==> config.mk <==
export PLATFORM = sky130hd
export DESIGN_NAME = xm23_pic
export DESIGN_NICKNAME = d
export VERILOG_FILES = /design/src/rtl/xm23_pic.sv
export SDC_FILE = /design/constraint.sdc
export NUM_CORES = 1
export LEC_CHECK = 0
export CORE_MARGIN = 2
export CORE_UTILIZATION = 30
export DETAILED_ROUTE_END_ITERATION = 8
export PLACE_DENSITY_LB_ADDON = 0.25
export SLEW_MARGIN = 20
export SYNTH_ARGS = -nofsm -noshare
export SYNTH_HDL_FRONTEND = slang
export SYNTH_SLANG_ARGS = --single-unit
==> constraint.sdc <==
create_clock -name i_clk -period 16.9 [get_ports i_clk]
set_clock_uncertainty 0.2 [all_clocks]
set_input_delay 3.38 -clock i_clk [delete_from_list [all_inputs] [get_ports i_clk]]
set_output_delay 3.38 -clock i_clk [all_outputs]
set_load 0.005 [all_outputs]
==> src/rtl/xm23_pic.sv <==
// xm23_pic - priority interrupt controller for the XM23 CPU.
//
// This block latches a rising edge on each enabled device request into a
// pending bit. It offers the highest-priority eligible source to the control
// unit with its vector number and new CPU priority. When the CPU takes the
// offer with pic_read, it pulses a one-hot acknowledge to that device.
//
// FSM states:
//   state   | meaning
//   --------+------------------------------------------------------------
//   S_IDLE  | no offer; arbitrate pending sources each cycle
//   S_OFFER | irq_pending high, vector/priority held for the CPU
//   S_ACK   | one-cycle dev_ack to the winner, its pending bit cleared
//
// Ports:
//   i_clk         system clock, rising edge
//   i_rst         synchronous active-high reset
//   i_dev_req     level interrupt request per device
//   i_cfg_we      configuration write strobe
//   i_cfg_idx     source being configured
//   i_cfg_en      enable written to source i_cfg_idx
//   i_cfg_pri     priority written to source i_cfg_idx
//   i_cfg_vect    vector number written to source i_cfg_idx
//   i_curr_pri    CPU current priority (PSW 7:5)
//   i_pic_read    CPU accepts the offered interrupt (pulse)
//   o_irq_pending interrupt offered to the CPU
//   o_vect_num    vector of the offered interrupt
//   o_irq_pri     priority of the offered interrupt
//   o_dev_ack     one-hot, one-cycle acknowledge to the serviced device
//   o_pend        pending-latch status

module xm23_pic #(
  parameter int NUM_SRC = 8,
  parameter int VECT_W  = 4,
  parameter int PRI_W   = 3
) (
  input  logic               i_clk,
  input  logic               i_rst,
  input  logic [NUM_SRC-1:0] i_dev_req,
  input  logic               i_cfg_we,
  input  logic [2:0]         i_cfg_idx,
  input  logic               i_cfg_en,
  input  logic [PRI_W-1:0]   i_cfg_pri,
  input  logic [VECT_W-1:0]  i_cfg_vect,
  input  logic [PRI_W-1:0]   i_curr_pri,
  input  logic               i_pic_read,
  output logic               o_irq_pending,
  output logic [VECT_W-1:0]  o_vect_num,
  output logic [PRI_W-1:0]   o_irq_pri,
  output logic [NUM_SRC-1:0] o_dev_ack,
  output logic [NUM_SRC-1:0] o_pend
);

  typedef enum logic [1:0] {
    S_IDLE  = 2'd0,
    S_OFFER = 2'd1,
    S_ACK   = 2'd2
  } state_t;

  state_t              r_state;
  state_t              w_state_nxt;

  logic [NUM_SRC-1:0]  r_req_prev;
  logic [NUM_SRC-1:0]  r_pend;
  logic [NUM_SRC-1:0]  r_en;
  logic [PRI_W-1:0]    r_pri  [NUM_SRC];
  logic [VECT_W-1:0]   r_vect [NUM_SRC];

  logic [2:0]          r_win_idx;
  logic [VECT_W-1:0]   r_vect_num;
  logic [PRI_W-1:0]    r_irq_pri;

  logic [NUM_SRC-1:0]  w_rise;
  logic [NUM_SRC-1:0]  w_elig;
  logic                w_any_elig;
  logic [2:0]          w_best_idx;
  logic [PRI_W-1:0]    w_best_pri;
  logic                w_latch;
  logic [NUM_SRC-1:0]  w_ack_mask;

  // Edges on disabled sources are dropped, not deferred.
  assign w_rise = i_dev_req & ~r_req_prev & r_en;

  always_comb begin
    w_elig = '0;
    for (int i = 0; i < NUM_SRC; i++) begin
      w_elig[i] = r_pend[i] & r_en[i] & (r_pri[i] > i_curr_pri);
    end
  end

  // Ascending scan with strict '>' so the lowest index wins a tie.
  always_comb begin
    w_any_elig = 1'b0;
    w_best_idx = '0;
    w_best_pri = '0;
    for (int i = 0; i < NUM_SRC; i++) begin
      if (w_elig[i] && (!w_any_elig || (r_pri[i] > w_best_pri))) begin
        w_any_elig = 1'b1;
        w_best_idx = 3'(i);
        w_best_pri = r_pri[i];
      end
    end
  end

  always_ff @(posedge i_clk) begin
    if (i_rst) begin
      r_state <= S_IDLE;
    end else begin
      r_state <= w_state_nxt;
    end
  end

  always_comb begin
    w_state_nxt = r_state;
    w_latch     = 1'b0;
    w_ack_mask  = '0;
    case (r_state)
      S_IDLE: begin
        if (w_any_elig) begin
          w_state_nxt = S_OFFER;
          w_latch     = 1'b1;
        end
      end
      S_OFFER: begin
        // A read in the same cycle as a withdraw condition still completes.
        if (i_pic_read) begin
          w_state_nxt = S_ACK;
        end else if ((i_curr_pri >= r_irq_pri) || !r_en[r_win_idx]) begin
          w_state_nxt = S_IDLE;
        end
      end
      S_ACK: begin
        w_ack_mask[r_win_idx] = 1'b1;
        w_state_nxt           = S_IDLE;
      end
      default: begin
        w_state_nxt = S_IDLE;
      end
    endcase
  end

  always_ff @(posedge i_clk) begin
    if (i_rst) begin
      r_req_prev <= '0;
      r_pend     <= '0;
      r_en       <= '0;
      r_win_idx  <= '0;
      r_vect_num <= '0;
      r_irq_pri  <= '0;
      for (int i = 0; i < NUM_SRC; i++) begin
        r_pri[i]  <= '0;
        r_vect[i] <= VECT_W'(i);
      end
    end else begin
      r_req_prev <= i_dev_req;
      // A new edge on the winner in its ACK cycle re-arms the pending bit.
      r_pend     <= (r_pend & ~w_ack_mask) | w_rise;

      if (i_cfg_we) begin
        r_en[i_cfg_idx]   <= i_cfg_en;
        r_pri[i_cfg_idx]  <= i_cfg_pri;
        r_vect[i_cfg_idx] <= i_cfg_vect;
      end

      // Offer contents are captured once and stay put through OFFER/ACK.
      if (w_latch) begin
        r_win_idx  <= w_best_idx;
        r_vect_num <= r_vect[w_best_idx];
        r_irq_pri  <= r_pri[w_best_idx];
      end
    end
  end

  assign o_irq_pending = (r_state == S_OFFER);
  assign o_vect_num    = r_vect_num;
  assign o_irq_pri     = r_irq_pri;
  assign o_dev_ack     = w_ack_mask;
  assign o_pend        = r_pend;

endmodule

==> metrics.yaml, run 1 <==
finish:
  stdcell_count: 839
  diodes: 0
  drive_above_1_share_pct: 8.595
  area_growth_pct: 18.12
  nNetsFinal: 674
sta:
  finalCritPeriodShare_pct: 94.20
  relSlewSlack_pct: 38.34
  min_period_ps: 15920
  drv_slew: 0
  fmax_mhz: 62.81
  timing.hold.ws_ps: 293.2
  worst_pin_slew_ps: 917.8
  rsz0062_at_grt: "no"
  tns_ps: 0
  setup_viol: 0
  finalHoldViolations: 0
cts:
  cts_tree: "yes"
  clock-sinks: 92
  cts_root_buf: "clkbuf_16"
  cts_hold_buffers: 0
  cts_setup_buffers: 0
  htree_levels: 3
  clk_latency_ps: 350
  cts_made_buffers: 9
  path_clk_slew_ps: 70
  clockBufferDepth: 2
yosys:
  syn_inst: 553
  synth_compound_area_share_pct: 15.39
  netlist_area_mm2: 0.005608
  synthAdderAreaFrac_pct: 10.71
  synth_area_leaders: "edfxtp_1 30%, dfxtp_1 13%, ha_1 11%, and2_1 5.4%, inv_1 2.8%"
  synth_top_family_by_area: "simple AND/OR/NAND/NOR gates"
  syn_area_per_cell_um2: 10.14
  synth_seq_area_share_pct: 42.84
  yosys_warnings: 0
  synth_edf_count: 56
  synth_nets: 627
  yosysTopAreaCell: "edfxtp_1"
  synth_cell_types: 65
  synth_top_cell_area_share_pct: 29.99
  ys_seq_elements: 92
  synthMuxAreaShare_pct: 7.430
  async_flop_share_pct: 0
  synth_simple_gate_area_share_pct: 18.94
  synth_xor_area_share_pct: 0
  ys.flop_type: "edfxtp_1"
routing:
  firstDrtPassIters: 5
  vias_per_cell: 5.268
  wl_um: 15960
  drc: 0
  vias: 4420
  ant_nets: 0
  wl_per_cell_um: 19.03
  drt_iter0_drc: 242
critical_path:
  reg2reg_depth: 58
  critPathMaxStageDelay_ps: 570
  endpoint_kind: "flop"
  cp_max_fo: 17
  ff2ff_setup_slack_ps: 4270
  crit_arrival_ps: 15950
  r2r_start: "r_pri[0][1]"
  rr_endpoint: "o_irq_pri[0]"
  startpoint_type: "primary input"
  cp_common_cell: "ha_1"
  worst-setup-path-type: "primary input to flop"
  cp_slowest_cell: "a311o_2"
  required_ps: 16930
pwr:
  p_sw_share_pct: 24.75
  combPwrFrac_pct: 9.7
  p_seq_share_pct: 51.1
  p_leak_nw: 2.460
  intPower_mw: 0.3789
  ir_drop_uv: 57.01
  p_per_area_mw_per_mm2: 76.01
  clockPowerShare_pct: 39.2
  p_switching_mw: 0.1246
floorplan:
  die-area_mm2: 0.01980
  io_pins: 50
  die_w_um: 140.7
  placementRows: 50
  core_area_mm2: 0.01852
  start_util_pct: 30.28
  die_h_um: 140.7
hold_path:
  hold_path.class: "flop to flop"
  holdPathEnd: "o_pend[0]"
  hold_depth: 2
  worstHoldStart: "r_req_prev[0]"
run_status:
  status: "completed"
placement:
  gp_congestion: 0.8797
  dp_hpwl_um: 12040
  dp_cells: 823
  io_buffers: 49
global_route:
  grt_pass1_vias: 4396
  grt_max_degree: 39
  gr-total-overflow: 0
  grt_pass1_wl_um: 24850
  grt_usage_pct: 16.50
  antenna_found_initial: 0
job:
  maxCapViolations: 0
==> metal layers <==
metal	routed length, um	global-route usage, %	vias to the layer above	share of wire (%)
met2	7642	27.60	106	48
met4	552	7.211	0	3.5
met1	7169	21.26	2153	45
li1	-	-	2135	-
met5	0	0	-	0
met3	600	2.446	26	3.8
==> critical path, delay by kind of cell <==
family | cells | cell delay, ps
AOI/OAI and AO/OA | 28 | 5850
adders and majority gates | 8 | 2170
buffers and inverters | 5 | 970
muxes | 3 | 1040
and+or+nand+nor | 16 | 2500
==> per-stage QoR <==
step	instance area [um^2]	power, mW	setup slack, ps	utilization (%)
final	6624	0.5035	979.5	35.77
after global routing	6624	0.5221	33.97	35.77
after CTS	6609	0.5071	807.3	35.69
after detailed placement	6324	0.3111	432.3	34.15
after global placement	6324	0.3085	925.9	34.15
after floorplan	5608	0.2876	2205	-
==> logic make-up (layout without fill, tap and decap cells) <==
kind of cell | count (synthesis) | in the layout
and+or+nand+nor | 192 | 192
adders and majority gates | 48 | 48
AOI/OAI and AO/OA | 128 | 128
buffers and inverters | 59 | 111
muxes | 34 | 34
DFF | 92 | 92
==> cell type report <==
| type | instances | area (um^2) |
|---|---|---|
| Multi-Input combinational cell | 402 | 2965 |
| Clock buffer | 11 | 252.7 |
| Inverter | 42 | 157.7 |
| Fill cell | 1870 | 11890 |
| Sequential cell | 92 | 2402 |
| Clock inverter | 5 | 32.53 |
| Timing Repair Buffer | 53 | 520.5 |
| Tap cell | 234 | 292.8 |
==> synth_stat cells (3+ instances only) <==
| cell type | instances |
|---|---|
| nand3_1 | 8 |
| edfxtp_1 | 56 |
| inv_1 | 42 |
| nand2b_1 | 7 |
| and2_1 | 48 |
| a21oi_1 | 27 |
| dfxtp_1 | 36 |
| o21a_1 | 4 |
| a222oi_1 | 6 |
| o21ai_0 | 30 |
| mux2i_1 | 15 |
| nor3_1 | 7 |
| nand3b_1 | 8 |
| mux2_2 | 14 |
| or3_1 | 11 |
| o22ai_1 | 5 |
| a31oi_1 | 8 |
| nor2b_1 | 23 |
| nor4_1 | 3 |
| nand2_1 | 33 |
| nor2_1 | 28 |
| ha_1 | 48 |
| clkbuf_1 | 9 |
| o21bai_1 | 6 |
| mux4_1 | 3 |
| and3_1 | 5 |
| a31o_2 | 5 |
| a21o_1 | 6 |
==> power groups by stage <==
stage	clock network (mW)	registers [mW]	logic (mW)
finish	0.197	0.257	0.0488
global route	0.209	0.258	0.0553
CTS	0.201	0.257	0.0493
detailed placement	0	0.262	0.0489
global placement	0	0.262	0.0466
floorplan	0	0.257	0.0302
==> flip-flops by register name, indices dropped and copies added (netlist names) <==
signal / flops
r_vect: 32
o_irq_pri: 3
r_pri: 24
r_req_prev: 8
r_en: 8
o_pend: 8
r_win_idx: 3
o_vect_num: 4
r_state: 2
==> what timing repair did <==
action	in CTS	in global routing
gates resized for setup	0	3
setup endpoints to repair	0	7
hold endpoints to repair	0	0
==> worst max-delay path by stage <==
stage                             start       endpoint  cells after the start
after global routing      i_curr_pri[2]  o_vect_num[3]                     60
after floorplan           i_curr_pri[1]  o_vect_num[2]                     60
after CTS                 i_curr_pri[1]   o_irq_pri[0]                     60
final                     i_curr_pri[1]   o_irq_pri[0]                     60
after detailed placement  i_curr_pri[1]   o_irq_pri[0]                     60
after global placement    i_curr_pri[1]   o_irq_pri[0]                     60
==> layout by cell type, fill, tap and decap left out, drive strengths merged, types with 11 or more instances in the layout <==
master	n
mux2	16
a21oi	27
o21ai	30
mux2i	15
nand2	33
edfxtp	56
or3	12
and2	48
dfxtp	36
nor2	28
nor2b	23
clkdlybuf4s50	49
ha	48
inv	45
clkbuf	11
No activity file was read; power rests on OpenSTA's default activity.
==> run 2: changes to the inputs <==
Settings changed: CAP_MARGIN from default to 20.
==> results of run 2 <==
No change in the layout: final DEF, timing and power equal those of run 1.
==> run 3: changes to the inputs <==
Settings changed: ABC_AREA from default to 0, CTS_CLUSTER_SIZE from default to 25, RECOVER_POWER from default to 50.
==> metrics.yaml, run 3 (synthesized netlist as in run 1, its figures left out) <==
hold_path:
  hold_path.class: "flop to flop"  # unchanged
  hold_depth: 2  # unchanged
critical_path:
  worst-setup-path-type: "primary input to flop"  # unchanged
  startpoint_type: "primary input"  # unchanged
  cp_common_cell: "ha_1"  # unchanged
  endpoint_kind: "flop"  # unchanged
  reg2reg_depth: 58  # unchanged
  critPathMaxStageDelay_ps: 570  # about the same
  crit_arrival_ps: 15940  # was 15950 ps
  required_ps: 16930  # about the same
  ff2ff_setup_slack_ps: 4290  # was 4270 ps
  cp_slowest_cell: "a311o_2"  # unchanged
  cp_max_fo: 17  # unchanged
cts:
  cts_made_buffers: 9  # unchanged
  cts_tree: "yes"  # unchanged
  clk_latency_ps: 350  # about the same
  path_clk_slew_ps: 70  # about the same
  cts_hold_buffers: 0  # unchanged
  clock-sinks: 92  # unchanged
  cts_resized: 0  # unchanged
  cts_root_buf: "clkbuf_16"  # unchanged
  clockBufferDepth: 2  # unchanged
  htree_levels: 3  # unchanged
  cts_setup_buffers: 0  # unchanged
job:
  maxCapViolations: 0  # unchanged
finish:
  fillCellCount: 1870  # unchanged
  largest_reg_flops: 32  # unchanged
  regMostFlops: "r_vect"  # unchanged
  stdcell_count: 839  # unchanged
  drive_above_1_share_pct: 7.769  # was 8.595%
  multi_input_area_mm2: 0.002965  # unchanged
  final_common_cell: "edfxtp_1"  # unchanged
  area_growth_pct: 18.12  # unchanged
  nNetsFinal: 674  # unchanged
  final_area_mm2: 0.006624  # unchanged
  reg_top3: "r_vect x32, r_pri x24"  # unchanged
  diodes: 0  # unchanged
  most-common-layout-cells: "56 x edfxtp_1, 48 x ha_1, 47 x and2_1, 42 x inv_1, 36 x dfxtp_1"  # was 56 x edfxtp_1, 49 x clkdlybuf4s50_1, 48 x and2_1, 48 x ha_1, 42 x inv_1
  seq_area_mm2: 0.002402  # unchanged
routing:
  vias_per_cell: 5.199  # was 5.268
  drt-met1-wl_um: 7260  # was 7169 um
  met3_length_um: 508  # was 600 um
  drc: 0  # unchanged
  ant_nets: 0  # unchanged
  drt_iter0_drc: 267  # was 242
  vias: 4362  # was 4420
  wl_per_cell_um: 19.00  # was 19.03 um
  dr_wl_met2_um: 7641  # was 7642 um
  wl_um: 15940  # was 15960 um
  firstDrtPassIters: 8  # was 5
  dr.max_layer_used: "met4"  # unchanged
global_route:
  gr-total-overflow: 0  # unchanged
  antenna_found_initial: 0  # unchanged
  grt_pass1_wl_um: 24850  # unchanged
  grt_pass1_vias: 4396  # unchanged
  grt_usage_pct: 16.50  # unchanged
  grt_max_degree: 39  # unchanged
sta:
  relSlewSlack_pct: 38.14  # was 38.34%
  setup_viol: 0  # unchanged
  finalHoldViolations: 0  # unchanged
  fmax_mhz: 62.85  # was 62.81 MHz
  worst_pin_slew_ps: 920.9  # was 917.8 ps
  min_period_ps: 15910  # was 15920 ps
  drv_slew: 0  # unchanged
  rsz0062_at_grt: "no"  # unchanged
  finalCritPeriodShare_pct: 94.15  # was 94.20%
  tns_ps: 0  # unchanged
  timing.hold.ws_ps: 290.7  # was 293.2 ps
floorplan:
  placementRows: 50  # unchanged
  io_pins: 50  # unchanged
  start_util_pct: 30.28  # unchanged
  core_area_mm2: 0.01852  # unchanged
  die-area_mm2: 0.01980  # unchanged
  die_h_um: 140.7  # unchanged
  die_w_um: 140.7  # unchanged
pwr:
  p_per_area_mw_per_mm2: 75.86  # was 76.01 mW/mm^2
  p_leak_nw: 2.513  # was 2.460 nW
  total_power_mw: 0.5025  # was 0.5035 mW
  ir_drop_uv: 56.93  # was 57.01 uV
placement:
  gp_congestion: 0.8797  # unchanged
  dp_cells: 823  # unchanged
  io_buffers: 49  # unchanged
  dp_hpwl_um: 12040  # unchanged
  placed_area_mm2: 0.006324  # unchanged
run_status:
  status: "completed"  # unchanged
[run 3: changes by cell type in the layout (fill, tap and decap cells not counted), sizes merged]
cell           change
clkdlybuf4s50     -17
dlygate4sd3       +17
[run 3: final cells by class]
type | count | area share (%)
clock inverters | 5 | 0.4911
multi-input cells | 402 | 44.77
clock buffers | 11 | 3.816
repair buffers | 53 | 7.858
well taps | 234 | 4.420
flip-flops and latches | 92 | 36.27
inverters | 42 | 2.380
[run 3: final timing paths]
path / from / endpoint
setup / recovery: i_curr_pri[1] / o_irq_pri[0]
hold / removal: o_pend[4] / o_pend[4]
setup reg to reg: r_pri[0][1] / o_irq_pri[0]
hold reg to reg: o_pend[4] / o_pend[4]
[run 3: worst max-delay path, delay by kind of cell]
kind                       cells  cell delay [ps]
AOI/OAI and AO/OA             28             5860
and+or+nand+nor               16             2480
muxes                          3             1040
adders and majority gates      8             2170
buffers and inverters          5              970
[run 3: layer usage]
layer,vias to the layer above,global-route usage [%]
met3,24,2.446
met2,93,27.60
met5,-,0
met1,2111,21.26
li1,2134,-
met4,0,7.211
[run 3: where the power goes]
group          switching (mW)  internal [mW]
registers             0.00834          0.249
logic                  0.0271         0.0214
clock network          0.0885          0.108
[run 3: per-stage QoR]
stage                     util, %  setup WS, ps
after CTS                   35.69         807.3
final                       35.77         989.2
after global routing        35.77         33.70
after global placement      34.15         925.9
after floorplan                 -          2205
after detailed placement    34.15         432.3
